## config.mk

```make
export PLATFORM = sky130hd
export DESIGN_NAME = ysyx_22050550_wbu_retire_flat
export DESIGN_NICKNAME = d
export VERILOG_FILES = /design/src/rtl/ysyx_22050550_wbu_retire_if.sv /design/src/rtl/ysyx_22050550_wbu_retire.sv /design/src/flat_wrapper.sv
export SDC_FILE = /design/constraint.sdc
export NUM_CORES = 2
export LEC_CHECK = 0
export CORE_AREA = 2 2 544 546
export DETAILED_ROUTE_END_ITERATION = 8
export DIE_AREA = 0 0 546 548
export PLACE_DENSITY = 0.44
export SYNTH_ARGS = -nofsm -noshare
export SYNTH_HDL_FRONTEND = slang
export SYNTH_SLANG_ARGS = --single-unit
```

## constraint.sdc

```tcl
create_clock -name clock -period 14.3 [get_ports clock]
set_input_delay 4.29 -clock clock [delete_from_list [all_inputs] [get_ports clock]]
set_output_delay 4.29 -clock clock [all_outputs]
set_load 0.02 [all_outputs]
```

## src/rtl/ysyx_22050550_wbu_retire_if.sv

```systemverilog
// LS->WB op bus for the buffered writeback/retire stage.
// The LSU side drives the op fields and valid (master); the WBU side
// returns ready (slave).
interface ysyx_22050550_wbu_retire_if #(
    parameter int XLEN = 64
);
    logic            in_valid;
    logic            in_ready;
    logic [XLEN-1:0] in_pc;
    logic [31:0]     in_inst;
    logic [4:0]      in_rs1addr;
    logic [4:0]      in_waddr;
    logic            in_wen;
    logic [XLEN-1:0] in_alures;
    logic [XLEN-1:0] in_lsures;
    logic [3:0]      in_flags;     // {mret, ecall, csr, read}
    logic [XLEN-1:0] in_nextpc;

    modport master (
        output in_valid, in_pc, in_inst, in_rs1addr, in_waddr, in_wen,
               in_alures, in_lsures, in_flags, in_nextpc,
        input  in_ready
    );

    modport slave (
        input  in_valid, in_pc, in_inst, in_rs1addr, in_waddr, in_wen,
               in_alures, in_lsures, in_flags, in_nextpc,
        output in_ready
    );
endinterface

```

## src/rtl/ysyx_22050550_wbu_retire.sv

```systemverilog
// Buffered writeback/retire stage.
// Ops from the LSU enter a DEPTH-entry in-order FIFO and retire one per
// cycle to the regfile, the CSR file and the commit port. CSR, ecall and
// mret ops take two cycles: the first latches the old CSR value, the
// second performs all writes. ecall/mret also redirect the pc and discard
// every younger buffered op.
// Optional feature: define YSYX_22050550_WB_CSRIMM_EN to enable the
// immediate CSR forms (csrrwi/csrrsi/csrrci).
module ysyx_22050550_wbu_retire #(
    parameter int XLEN  = 64,
    parameter int DEPTH = 4
) (
    input  logic                        clock,
    input  logic                        reset,
    ysyx_22050550_wbu_retire_if.slave   ls_wb,
    input  logic                        flush,
    input  logic                        stall,
    input  logic [XLEN-1:0]             csr_mepc,
    input  logic [XLEN-1:0]             csr_mcause,
    input  logic [XLEN-1:0]             csr_mtvec,
    input  logic [XLEN-1:0]             csr_mstatus,
    input  logic [XLEN-1:0]             csr_mie,
    input  logic [XLEN-1:0]             csr_mip,
    output logic [XLEN-1:0]             wb_mepc,
    output logic [XLEN-1:0]             wb_mcause,
    output logic [XLEN-1:0]             wb_mtvec,
    output logic [XLEN-1:0]             wb_mstatus,
    output logic [XLEN-1:0]             wb_mie,
    output logic [XLEN-1:0]             wb_mip,
    output logic [7:0]                  wb_csren,
    output logic                        rf_wen,
    output logic [4:0]                  rf_waddr,
    output logic [XLEN-1:0]             rf_wdata,
    output logic                        cm_valid,
    output logic [XLEN-1:0]             cm_pc,
    output logic [XLEN-1:0]             cm_nextpc,
    output logic [31:0]                 cm_inst,
    output logic                        trap_valid,
    output logic [XLEN-1:0]             trap_pc
);

    localparam int PW = $clog2(DEPTH);
    localparam int CW = PW + 1;

    localparam logic [0:0] S_RUN = 1'b0;
    localparam logic [0:0] S_CSR = 1'b1;

    // One buffered LS->WB op.
    typedef struct packed {
        logic [XLEN-1:0] pc;
        logic [31:0]     inst;
        logic [4:0]      rs1addr;
        logic [4:0]      waddr;
        logic            wen;
        logic [XLEN-1:0] alures;
        logic [XLEN-1:0] lsures;
        logic [3:0]      flags;
        logic [XLEN-1:0] nextpc;
    } op_t;

    op_t             r_mem [DEPTH];
    logic [PW-1:0]   r_wptr;
    logic [PW-1:0]   r_rptr;
    logic [CW-1:0]   r_count;
    logic [0:0]      r_state;
    logic [XLEN-1:0] r_csr_old;

    op_t             w_in;
    op_t             w_head;
    logic            w_push;
    logic            w_active;
    logic            w_is_csr;
    logic            w_is_ecall;
    logic            w_is_mret;
    logic            w_special;
    logic            w_trap;
    logic            w_retire;
    logic            w_latch;
    logic [11:0]     w_csr_idx;
    logic [2:0]      w_func3;
    logic [XLEN-1:0] w_csr_sel;
    logic [XLEN-1:0] w_csr_new;
    logic            w_csr_we;

    assign ls_wb.in_ready = (r_count != CW'(DEPTH));

    // Pack the incoming op and expose the FIFO head.
    always_comb begin
        w_in.pc      = ls_wb.in_pc;
        w_in.inst    = ls_wb.in_inst;
        w_in.rs1addr = ls_wb.in_rs1addr;
        w_in.waddr   = ls_wb.in_waddr;
        w_in.wen     = ls_wb.in_wen;
        w_in.alures  = ls_wb.in_alures;
        w_in.lsures  = ls_wb.in_lsures;
        w_in.flags   = ls_wb.in_flags;
        w_in.nextpc  = ls_wb.in_nextpc;
        w_head       = r_mem[r_rptr];
    end

    // Head classification; csr beats ecall beats mret on odd flag combos.
    assign w_push     = ls_wb.in_valid & ls_wb.in_ready & ~flush;
    assign w_active   = (r_count != '0) & ~stall & ~flush;
    assign w_is_csr   = w_head.flags[1];
    assign w_is_ecall = ~w_head.flags[1] & w_head.flags[2];
    assign w_is_mret  = ~w_head.flags[1] & ~w_head.flags[2] & w_head.flags[3];
    assign w_special  = w_is_csr | w_is_ecall | w_is_mret;
    assign w_trap     = w_is_ecall | w_is_mret;
    assign w_retire   = w_active & ((r_state == S_CSR) | ~w_special);
    assign w_latch    = w_active & (r_state == S_RUN) & w_special;
    assign w_csr_idx  = w_head.inst[31:20];
    assign w_func3    = w_head.inst[14:12];

    // Select the current value of the CSR addressed by the head op.
    always_comb begin
        // NOTE: every combinational output gets a default first so no path leaves it unassigned and infers a latch.
        w_csr_sel = '0;
        case (w_csr_idx)
            12'h300: w_csr_sel = csr_mstatus;
            12'h304: w_csr_sel = csr_mie;
            12'h305: w_csr_sel = csr_mtvec;
            12'h341: w_csr_sel = csr_mepc;
            12'h342: w_csr_sel = csr_mcause;
            12'h344: w_csr_sel = csr_mip;
            default: w_csr_sel = '0;
        endcase
    end

    // Compute the new CSR value and whether the op really writes it.
    always_comb begin
        w_csr_new = '0;
        w_csr_we  = 1'b0;
        case (w_func3)
            3'b001: begin
                w_csr_new = w_head.alures;
                w_csr_we  = 1'b1;
            end
            3'b010: begin
                w_csr_new = r_csr_old | w_head.alures;
                w_csr_we  = (w_head.rs1addr != 5'd0);
            end
            3'b011: begin
                w_csr_new = r_csr_old & ~w_head.alures;
                w_csr_we  = (w_head.rs1addr != 5'd0);
            end
`ifdef YSYX_22050550_WB_CSRIMM_EN
            3'b101: begin
                w_csr_new = {{(XLEN-5){1'b0}}, w_head.inst[19:15]};
                w_csr_we  = 1'b1;
            end
            3'b110: begin
                w_csr_new = r_csr_old | {{(XLEN-5){1'b0}}, w_head.inst[19:15]};
                w_csr_we  = (w_head.inst[19:15] != 5'd0);
            end
            3'b111: begin
                w_csr_new = r_csr_old & ~{{(XLEN-5){1'b0}}, w_head.inst[19:15]};
                w_csr_we  = (w_head.inst[19:15] != 5'd0);
            end
`endif
            default: begin
                w_csr_new = '0;
                w_csr_we  = 1'b0;
            end
        endcase
    end

    // Drive regfile, CSR, commit and redirect outputs for the retiring op.
    always_comb begin
        cm_valid   = 1'b0;
        cm_pc      = '0;
        cm_nextpc  = '0;
        cm_inst    = '0;
        rf_wen     = 1'b0;
        rf_waddr   = '0;
        rf_wdata   = '0;
        wb_mepc    = '0;
        wb_mcause  = '0;
        wb_mtvec   = '0;
        wb_mstatus = '0;
        wb_mie     = '0;
        wb_mip     = '0;
        wb_csren   = '0;
        trap_valid = 1'b0;
        trap_pc    = '0;
        if (w_retire) begin
            cm_valid  = 1'b1;
            cm_pc     = w_head.pc;
            cm_nextpc = w_head.nextpc;
            cm_inst   = w_head.inst;
            rf_wen    = w_head.wen & (w_head.waddr != 5'd0);
            rf_waddr  = w_head.waddr;
            if (w_special) begin
                rf_wdata = r_csr_old;
            end else begin
                rf_wdata = w_head.flags[0] ? w_head.lsures : w_head.alures;
            end
            if (w_is_csr) begin
                if (w_csr_we) begin
                    case (w_csr_idx)
                        12'h300: begin wb_mstatus = w_csr_new; wb_csren[3] = 1'b1; end
                        12'h304: begin wb_mie     = w_csr_new; wb_csren[4] = 1'b1; end
                        12'h305: begin wb_mtvec   = w_csr_new; wb_csren[2] = 1'b1; end
                        12'h341: begin wb_mepc    = w_csr_new; wb_csren[0] = 1'b1; end
                        12'h342: begin wb_mcause  = w_csr_new; wb_csren[1] = 1'b1; end
                        12'h344: begin wb_mip     = w_csr_new; wb_csren[5] = 1'b1; end
                        default: wb_csren = '0;
                    endcase
                end
            end else if (w_is_ecall) begin
                wb_csren      = 8'h0B;
                wb_mepc       = w_head.pc;
                wb_mcause     = XLEN'(11);
                wb_mstatus    = csr_mstatus;
                wb_mstatus[7] = csr_mstatus[3];
                wb_mstatus[3] = 1'b0;
                trap_valid    = 1'b1;
                trap_pc       = csr_mtvec;
            end else if (w_is_mret) begin
                wb_csren      = 8'h08;
                wb_mstatus    = csr_mstatus;
                wb_mstatus[3] = csr_mstatus[7];
                wb_mstatus[7] = 1'b1;
                trap_valid    = 1'b1;
                trap_pc       = csr_mepc;
            end
        end
    end

    // FIFO storage: written on accepted push only.
    always_ff @(posedge clock) begin
        // NOTE: the op array is not reset; r_count alone marks which entries are valid.
        if (w_push) begin
            r_mem[r_wptr] <= w_in;
        end
    end

    // Pointers, occupancy, retire FSM and latched old CSR value.
    always_ff @(posedge clock or posedge reset) begin
        // NOTE: sequential state uses non-blocking assignments so every register sees pre-edge values.
        if (reset) begin
            r_wptr    <= '0;
            r_rptr    <= '0;
            r_count   <= '0;
            r_state   <= S_RUN;
            r_csr_old <= '0;
        end else if (flush) begin
            r_wptr  <= '0;
            r_rptr  <= '0;
            r_count <= '0;
            r_state <= S_RUN;
        end else if (w_retire && w_trap) begin
            // Redirect: every younger op, including a same-cycle push, is dropped.
            r_wptr  <= '0;
            r_rptr  <= '0;
            r_count <= '0;
            r_state <= S_RUN;
        end else begin
            if (w_push) begin
                r_wptr <= r_wptr + PW'(1);
            end
            if (w_retire) begin
                r_rptr <= r_rptr + PW'(1);
            end
            case ({w_push, w_retire})
                2'b10:   r_count <= r_count + CW'(1);
                2'b01:   r_count <= r_count - CW'(1);
                default: r_count <= r_count;
            endcase
            if (w_latch) begin
                r_state   <= S_CSR;
                r_csr_old <= w_csr_sel;
            end else if (w_retire) begin
                r_state <= S_RUN;
            end
        end
    end

endmodule
```

## src/flat_wrapper.sv

```systemverilog
// flat-port wrapper written by rule: the top's interface ports become plain ports
module ysyx_22050550_wbu_retire_flat 
#(
    parameter int XLEN  = 64,
    parameter int DEPTH = 4
)
  (clock, reset, flush, stall, csr_mepc, csr_mcause, csr_mtvec, csr_mstatus, csr_mie, csr_mip, wb_mepc, wb_mcause, wb_mtvec, wb_mstatus, wb_mie, wb_mip, wb_csren, rf_wen, rf_waddr, rf_wdata, cm_valid, cm_pc, cm_nextpc, cm_inst, trap_valid, trap_pc, ls_wb_in_valid, ls_wb_in_pc, ls_wb_in_inst, ls_wb_in_rs1addr, ls_wb_in_waddr, ls_wb_in_wen, ls_wb_in_alures, ls_wb_in_lsures, ls_wb_in_flags, ls_wb_in_nextpc, ls_wb_in_ready);
  ysyx_22050550_wbu_retire_if #(.XLEN(XLEN)) ls_wb_i ();
  input  logic clock;
  input  logic reset;
  input  logic flush;
  input  logic stall;
  input  logic [XLEN-1:0] csr_mepc;
  input  logic [XLEN-1:0] csr_mcause;
  input  logic [XLEN-1:0] csr_mtvec;
  input  logic [XLEN-1:0] csr_mstatus;
  input  logic [XLEN-1:0] csr_mie;
  input  logic [XLEN-1:0] csr_mip;
  output logic [XLEN-1:0] wb_mepc;
  output logic [XLEN-1:0] wb_mcause;
  output logic [XLEN-1:0] wb_mtvec;
  output logic [XLEN-1:0] wb_mstatus;
  output logic [XLEN-1:0] wb_mie;
  output logic [XLEN-1:0] wb_mip;
  output logic [7:0] wb_csren;
  output logic rf_wen;
  output logic [4:0] rf_waddr;
  output logic [XLEN-1:0] rf_wdata;
  output logic cm_valid;
  output logic [XLEN-1:0] cm_pc;
  output logic [XLEN-1:0] cm_nextpc;
  output logic [31:0] cm_inst;
  output logic trap_valid;
  output logic [XLEN-1:0] trap_pc;
  input wire logic [$bits(ls_wb_i.in_valid)-1:0] ls_wb_in_valid;
  input wire logic [$bits(ls_wb_i.in_pc)-1:0] ls_wb_in_pc;
  input wire logic [$bits(ls_wb_i.in_inst)-1:0] ls_wb_in_inst;
  input wire logic [$bits(ls_wb_i.in_rs1addr)-1:0] ls_wb_in_rs1addr;
  input wire logic [$bits(ls_wb_i.in_waddr)-1:0] ls_wb_in_waddr;
  input wire logic [$bits(ls_wb_i.in_wen)-1:0] ls_wb_in_wen;
  input wire logic [$bits(ls_wb_i.in_alures)-1:0] ls_wb_in_alures;
  input wire logic [$bits(ls_wb_i.in_lsures)-1:0] ls_wb_in_lsures;
  input wire logic [$bits(ls_wb_i.in_flags)-1:0] ls_wb_in_flags;
  input wire logic [$bits(ls_wb_i.in_nextpc)-1:0] ls_wb_in_nextpc;
  output wire logic [$bits(ls_wb_i.in_ready)-1:0] ls_wb_in_ready;
  assign ls_wb_i.in_valid = ls_wb_in_valid;
  assign ls_wb_i.in_pc = ls_wb_in_pc;
  assign ls_wb_i.in_inst = ls_wb_in_inst;
  assign ls_wb_i.in_rs1addr = ls_wb_in_rs1addr;
  assign ls_wb_i.in_waddr = ls_wb_in_waddr;
  assign ls_wb_i.in_wen = ls_wb_in_wen;
  assign ls_wb_i.in_alures = ls_wb_in_alures;
  assign ls_wb_i.in_lsures = ls_wb_in_lsures;
  assign ls_wb_i.in_flags = ls_wb_in_flags;
  assign ls_wb_i.in_nextpc = ls_wb_in_nextpc;
  assign ls_wb_in_ready = ls_wb_i.in_ready;
  ysyx_22050550_wbu_retire #(.XLEN(XLEN), .DEPTH(DEPTH)) u_core (.clock(clock), .reset(reset), .ls_wb(ls_wb_i), .flush(flush), .stall(stall), .csr_mepc(csr_mepc), .csr_mcause(csr_mcause), .csr_mtvec(csr_mtvec), .csr_mstatus(csr_mstatus), .csr_mie(csr_mie), .csr_mip(csr_mip), .wb_mepc(wb_mepc), .wb_mcause(wb_mcause), .wb_mtvec(wb_mtvec), .wb_mstatus(wb_mstatus), .wb_mie(wb_mie), .wb_mip(wb_mip), .wb_csren(wb_csren), .rf_wen(rf_wen), .rf_waddr(rf_waddr), .rf_wdata(rf_wdata), .cm_valid(cm_valid), .cm_pc(cm_pc), .cm_nextpc(cm_nextpc), .cm_inst(cm_inst), .trap_valid(trap_valid), .trap_pc(trap_pc));
endmodule
```

# [After elaboration in Yosys (flattened, before gate mapping)]
# Memory sizes are Yosys's and may differ from the RTL's.
# Cells that the tools add are included.
[word_totals] regBits=72 mem_count=1 out_inout_bits=689 ramBits=1212 inputBits=692 elab_cells=131
[mem_list] memory="u_core.r_mem" depth=4 word_bits=303 read_ports=1 rd_ports_with_merged_regs=0 write_ports=1 line="ysyx_22050550_wbu_retire.sv:61" source="op_t r_mem [DEPTH];"
[classes] mux=74 n_addsub=4 eq_ne=12 n_reduce_logical=10 n_bitwise=25
[op_table] operator="64-bit 2-to-1 mux" n=36
[op_table] operator="64-bit case mux with 6 select lines" n=1
[op_table] operator="64-bit case mux with 3 select lines" n=1
[op_table] operator="12-bit by 10-bit equality test with 1-bit output (second input constant)" n=6
[op_table] operator="64-bit bitwise AND" n=1
[op_table] operator="64-bit inverter" n=1
[op_table] operator="64-bit bitwise OR" n=1
[op_table] operator="32-bit 2-to-1 mux" n=1
[op_table] operator="8-bit 2-to-1 mux" n=3
[op_table] operator="1-bit 2-to-1 mux" n=18
[op_table] operator="2-bit 2-to-1 mux" n=6
[op_table] operator="1-bit bitwise AND" n=11
[op_table] operator="5-bit nonzero test" n=2
[op_table] operator="3-bit nonzero test" n=3
[op_table] operator="4-bit 2-to-1 mux" n=2
[op_table] operator="4-bit nonzero test" n=2
[op_table] operator="1-bit inverter" n=7
[op_table] operator="3-bit by 2-bit equality test with 1-bit output (second input constant)" n=2
[op_table] operator="3-bit 2-to-1 mux" n=2
[op_table] operator="6-bit 2-to-1 mux" n=1
[op_table] operator="3-bit case mux with 2 select lines" n=1
[op_table] operator="5-bit 2-to-1 mux" n=1
[op_table] operator="2-bit by 1-bit adder with 2-bit output (second input constant)" n=2
[op_table] operator="1-bit bitwise OR" n=4
[op_table] operator="10 further kinds" n=10

# [Longest topological paths before layout]
# An unclocked memory read counts as a cell.
[logic_depth] ltp_word=12 depth_mapped=13 ltp_nobuf=11

# [Least setup slack after synthesis]
# OpenSTA, ideal clock, no wires.
[synth_path] kind="input -> register" start="in flush" end="mem u_core.r_mem[0][0] in the netlist's numbering (enable)" n_path_buf=1 required_time_ns=13.596 t_arrival_ns=11.584 path_stages=3 slack_ns=2.012 cell_sequence="clkbuf_1 -> nor2_1 -> and2_1"
[synth_between] elab_chain_len=4
[synth_rtl] element="from (decl)" line="flat_wrapper.sv:11" source="input logic flush;"
[synth_rtl] element="1-bit inverter (no source line)"
[synth_rtl] element="1-bit bitwise AND" line="ysyx_22050550_wbu_retire.sv:102" source="assign w_push = ls_wb.in_valid & ls_wb.in_ready & ~flush;"
[synth_rtl] element="1-bit 2-to-1 mux" line="ysyx_22050550_wbu_retire.sv:232" source="if (w_push) begin"
[synth_rtl] element="1-bit 2-to-1 mux (not written as such)" line="ysyx_22050550_wbu_retire.sv:233" source="r_mem[r_wptr] <= w_in;"
[synth_rtl] element="to (decl)" line="ysyx_22050550_wbu_retire.sv:61"
# No other way between the ends.

# [Worst setup path after layout]
[layout_path] start="in flush" end="out wb_mcause[3]"
[layout_between] elab_chain_len=4
[layout_rtl] element="1-bit inverter (no source line)"
[layout_rtl] element="1-bit bitwise AND" line="ysyx_22050550_wbu_retire.sv:103" source="assign w_active = (r_count != '0) & ~stall & ~flush;"
[layout_rtl] element="1-bit bitwise AND" line="ysyx_22050550_wbu_retire.sv:109" source="assign w_retire = w_active & ((r_state == S_CSR) | ~w_special);"
[layout_rtl] element="64-bit 2-to-1 mux" line="ysyx_22050550_wbu_retire.sv:185" source="if (w_retire) begin"
[layout_rtl] element="to (decl)" line="flat_wrapper.sv:20" source="output logic [XLEN-1:0] wb_mcause;"
# No other way between the ends.

==> key figures <==
Status
  – Status: finished clean

Place
  – DP HPWL: ~240 mm
  – Routability congestion estimate: 0.8984
  – Post-DP Area: 75140 µm²
  – Number of I/O port buffers: 1378

Synthesis
  – Synth Register Bits: ~1300
  – Top cell type's share of synthesized area: 64.38%
  – Most used DFF post-synth: edfxtp_1
  – Ys Warns: 0
  – Post-Syn Area per Cell: 15.72 µm²
  – Mapped Cells: between 3000 and 4000
  – Count leader, synth: edfxtp_1
  – EDFF count, synth: between 1000 and 1500
  – Post-synth cell types: 58
  – Synth top area cells: edfxtp_1 (64%), mux4_2 (12%), mux2i_1 (3.5%), dfrtp_1 (3.2%), nor2_1 (2.6%)
  – Area leader, netlist: edfxtp_1
  – Synthesized cell area: 56530 µm²
  – Sequential-to-total area share from yosys stat: 67.57%
  – Commonest cells in the synthesized netlist: edfxtp_1 (1212), nor2_1 (396), mux4_2 (293)
  – Async set-reset flop share out of synthesis: 5.607%

Routing
  – Drt first-iter violations: approximately 3700
  – Drt pass-1 iters: 6
  – Antenna Nets Post-Route: 0
  – Vias: 40650
  – Final wirelength: 323.2 mm
  – Per-cell routed wire length: 35.81 µm
  – Number of remaining DRC errors: 0
  – Vias per std cell: 4.504

Worst setup path
  – WP data required: 10.01 ns
  – Setup crit end kind: output pin
  – R2R Setup Slk: 8.63 ns
  – Data arrival, critical path: 8.39 ns
  – Element type at the critical path start: primary input
  – FF-to-FF path depth: 8
  – Reg2reg start: u_core.r_rptr[0]
  – RR Endpoint: u_core.r_csr_old[20]
  – Crit path max fanout: 61
  – Worst Setup Path Type: primary input to output pin

Floorplanning
  – Die extent in y: 548 µm
  – Die span in x: 546 µm
  – Die area: 299200 µm²
  – FP Rows: 199
  – Starting density of the core: 19.29%
  – Num ports: 1381
  – Core Area: 293100 µm²

Hold path
  – Worst hold path depth: 2
  – Worst Hold Path EP: u_core.r_csr_old[26]
  – Hold wc startpoint: u_core.r_csr_old[26]
  – Min-delay worst type: flop to flop

Run
  – Max-cap viol count: 0

Final layout
  – Filler cells: 30030
  – Share of layout cells above drive strength 1: 13.45%
  – Fin area: around 80000 µm²
  – Area Overhead vs Synth: 41.77%
  – Fin nets: 5651

Clocking
  – Num CTS Buffers: 158
  – Max Buffers Root-to-Sink: 4
  – H-tree lvl count: 4
  – TritonCTS clock tree: yes
  – Clock sinks: 1284
  – Clk_lat worst skew: 0.84 ns
  – Cts hold-fix bufs: 0
  – Setup Buffers After CTS: 0
  – Clock transition at path regs: 0.06 ns
  – CTS-repair resized insts: 0
  – Root buffer cell: clkbuf_16

Global route
  – Busiest grt layer: met2
  – First-pass GRT wire length: 414.9 mm
  – Aggregate global-route resource usage: 20.85%
  – Aggregate global routing overflow: 0
  – Initial antenna violation count: 124
  – Via count of the first global-routing pass: between 40000 and 50000
  – GR Util met1: 26.20%
  – Largest net degree at the start of global routing: 107
  – Met3 usage: 6.662%
  – Met2 GRT Util: 34.08%

STA
  – Setup-failing EPs final: 0
  – Fin crit period: roughly 13 ns
  – Final hold viol count: 0
  – Final setup TNS: 0 ns
  – Final Max Slew Viols: 0
  – Relative slew slack: 17.49%
  – WHS: 0.5651 ns
  – RSZ-0062 raised after global routing: no
  – Clock skew: 0.08076 ns
  – Fin crit share: 88.69%
  – Worst Max-Slew Pin Slew: ~1.2 ns
  – F_max: 0.07885 GHz

Power and ir drop
  – Cell Pwr Density: 116.4 nW/µm²
  – Static Leakage: 25.27 nW
  – Peak VDD IR: 0.1033 mV
-- cell families (layout without fill, tap and decap cells) --
| group | Yosys count | count (layout) | share of synthesized area, % |
|---|---|---|---|
| AOI/OAI and AO/OA | 548 | 548 | 6.821 |
| xor gates and xnor gates | 5 | 5 | 0.07746 |
| adders and majority gates | 6 | 6 | 0.1461 |
| buffers and inverters | 298 | 1772 | 2.238 |
| DFF | 1284 | 1284 | 67.57 |
| muxes | 497 | 497 | 15.40 |
| other | 1 | 36 | 0.006633 |
| and+or+nand+nor | 958 | 958 | 7.742 |
-- sequential cells by signal, summed over array words and instances, names as in the netlist --
name	count
u_core.r_wptr	2
u_core.r_count	3
u_core.r_rptr	2
u_core.r_mem	1212
u_core.r_state	1
u_core.r_csr_old	64
-- per-stage QoR --
| stage | cells | util [%] | power, mW | setup slack, ns |
|---|---|---|---|---|
| 3_3_place_gp | 8710 | 25.63 | 5.512 | 1.137 |
| 3_5_place_dp | 8712 | 25.64 | 5.524 | 1.586 |
| 5_1_grt | 8996 | 27.32 | 9.648 | 1.452 |
| 2_1_floorplan | 3598 | - | 4.859 | 2.012 |
| 6_report | 9025 | 27.35 | 9.328 | 1.617 |
| 4_1_cts | 8991 | 27.32 | 9.456 | 1.589 |
-- worst max-delay path by stage --
stage | from | end | slack (ns) | cells after the start
2_1_floorplan | flush | u_core.r_mem[0][0] | 2.01 | 3
3_3_place_gp | flush | wb_mstatus[10] | 1.14 | 6
3_5_place_dp | flush | wb_mcause[1] | 1.59 | 8
4_1_cts | flush | wb_mcause[3] | 1.59 | 8
5_1_grt | flush | wb_mcause[0] | 1.45 | 8
6_report | flush | wb_mcause[3] | 1.62 | 8
-- metal layers --
metal  up-vias  share of wire (%)
li1      16850                  -
met1     21270                 41
met2      2008                 47
met3       450                8.9
met4        70                3.3
met5         -               0.15
-- report_power, final --
part,switching [mW],internal (mW)
Combinational,0.606,0.373
Sequential,0.156,4.31
Clock,1.65,2.24
Total,2.41,6.92
-- critical path, stage by stage --
cell             delay, ns
clkdlybuf4s50_1       0.61
nor3_1                0.61
o21ai_4               0.28
buf_4                 0.30
inv_6                 0.53
nand3b_1              0.76
o21ai_0               0.29
clkdlybuf4s50_1       0.66
-- layout by cell type (no fill, tap or decap), types with 42 or more instances in the layout --
master and instances:
dfrtp_1 70, a22o_1 128, nor2_1 394, o21ai_0 161
mux4_2 289, a211oi_1 65, and3_1 43, a31oi_1 42
and2_1 164, nor3_1 49, a21oi_1 46, mux2i_1 198
edfxtp_1 1212, clkdlybuf4s50_1 1376, nand2_1 260, buf_4 91
clkbuf_16 159
-- final cells by class --
type / count / area (µm²) / share of cell area (%)
Sequential cell: 1284 / 38200 / 47.67
Timing Repair Buffer: 1482 / 14760 / 18.41
Tap cell: 3919 / 4903 / 6.118
Antenna cell: 34 / 85.08 / 0.1062
Inverter: 11 / 48.80 / 0.06088
Multi-Input combinational cell: 2016 / 17230 / 21.50
Clock buffer: 197 / 4172 / 5.205
Clock inverter: 82 / 748.2 / 0.9335
(Power assumes the default switching activity.)
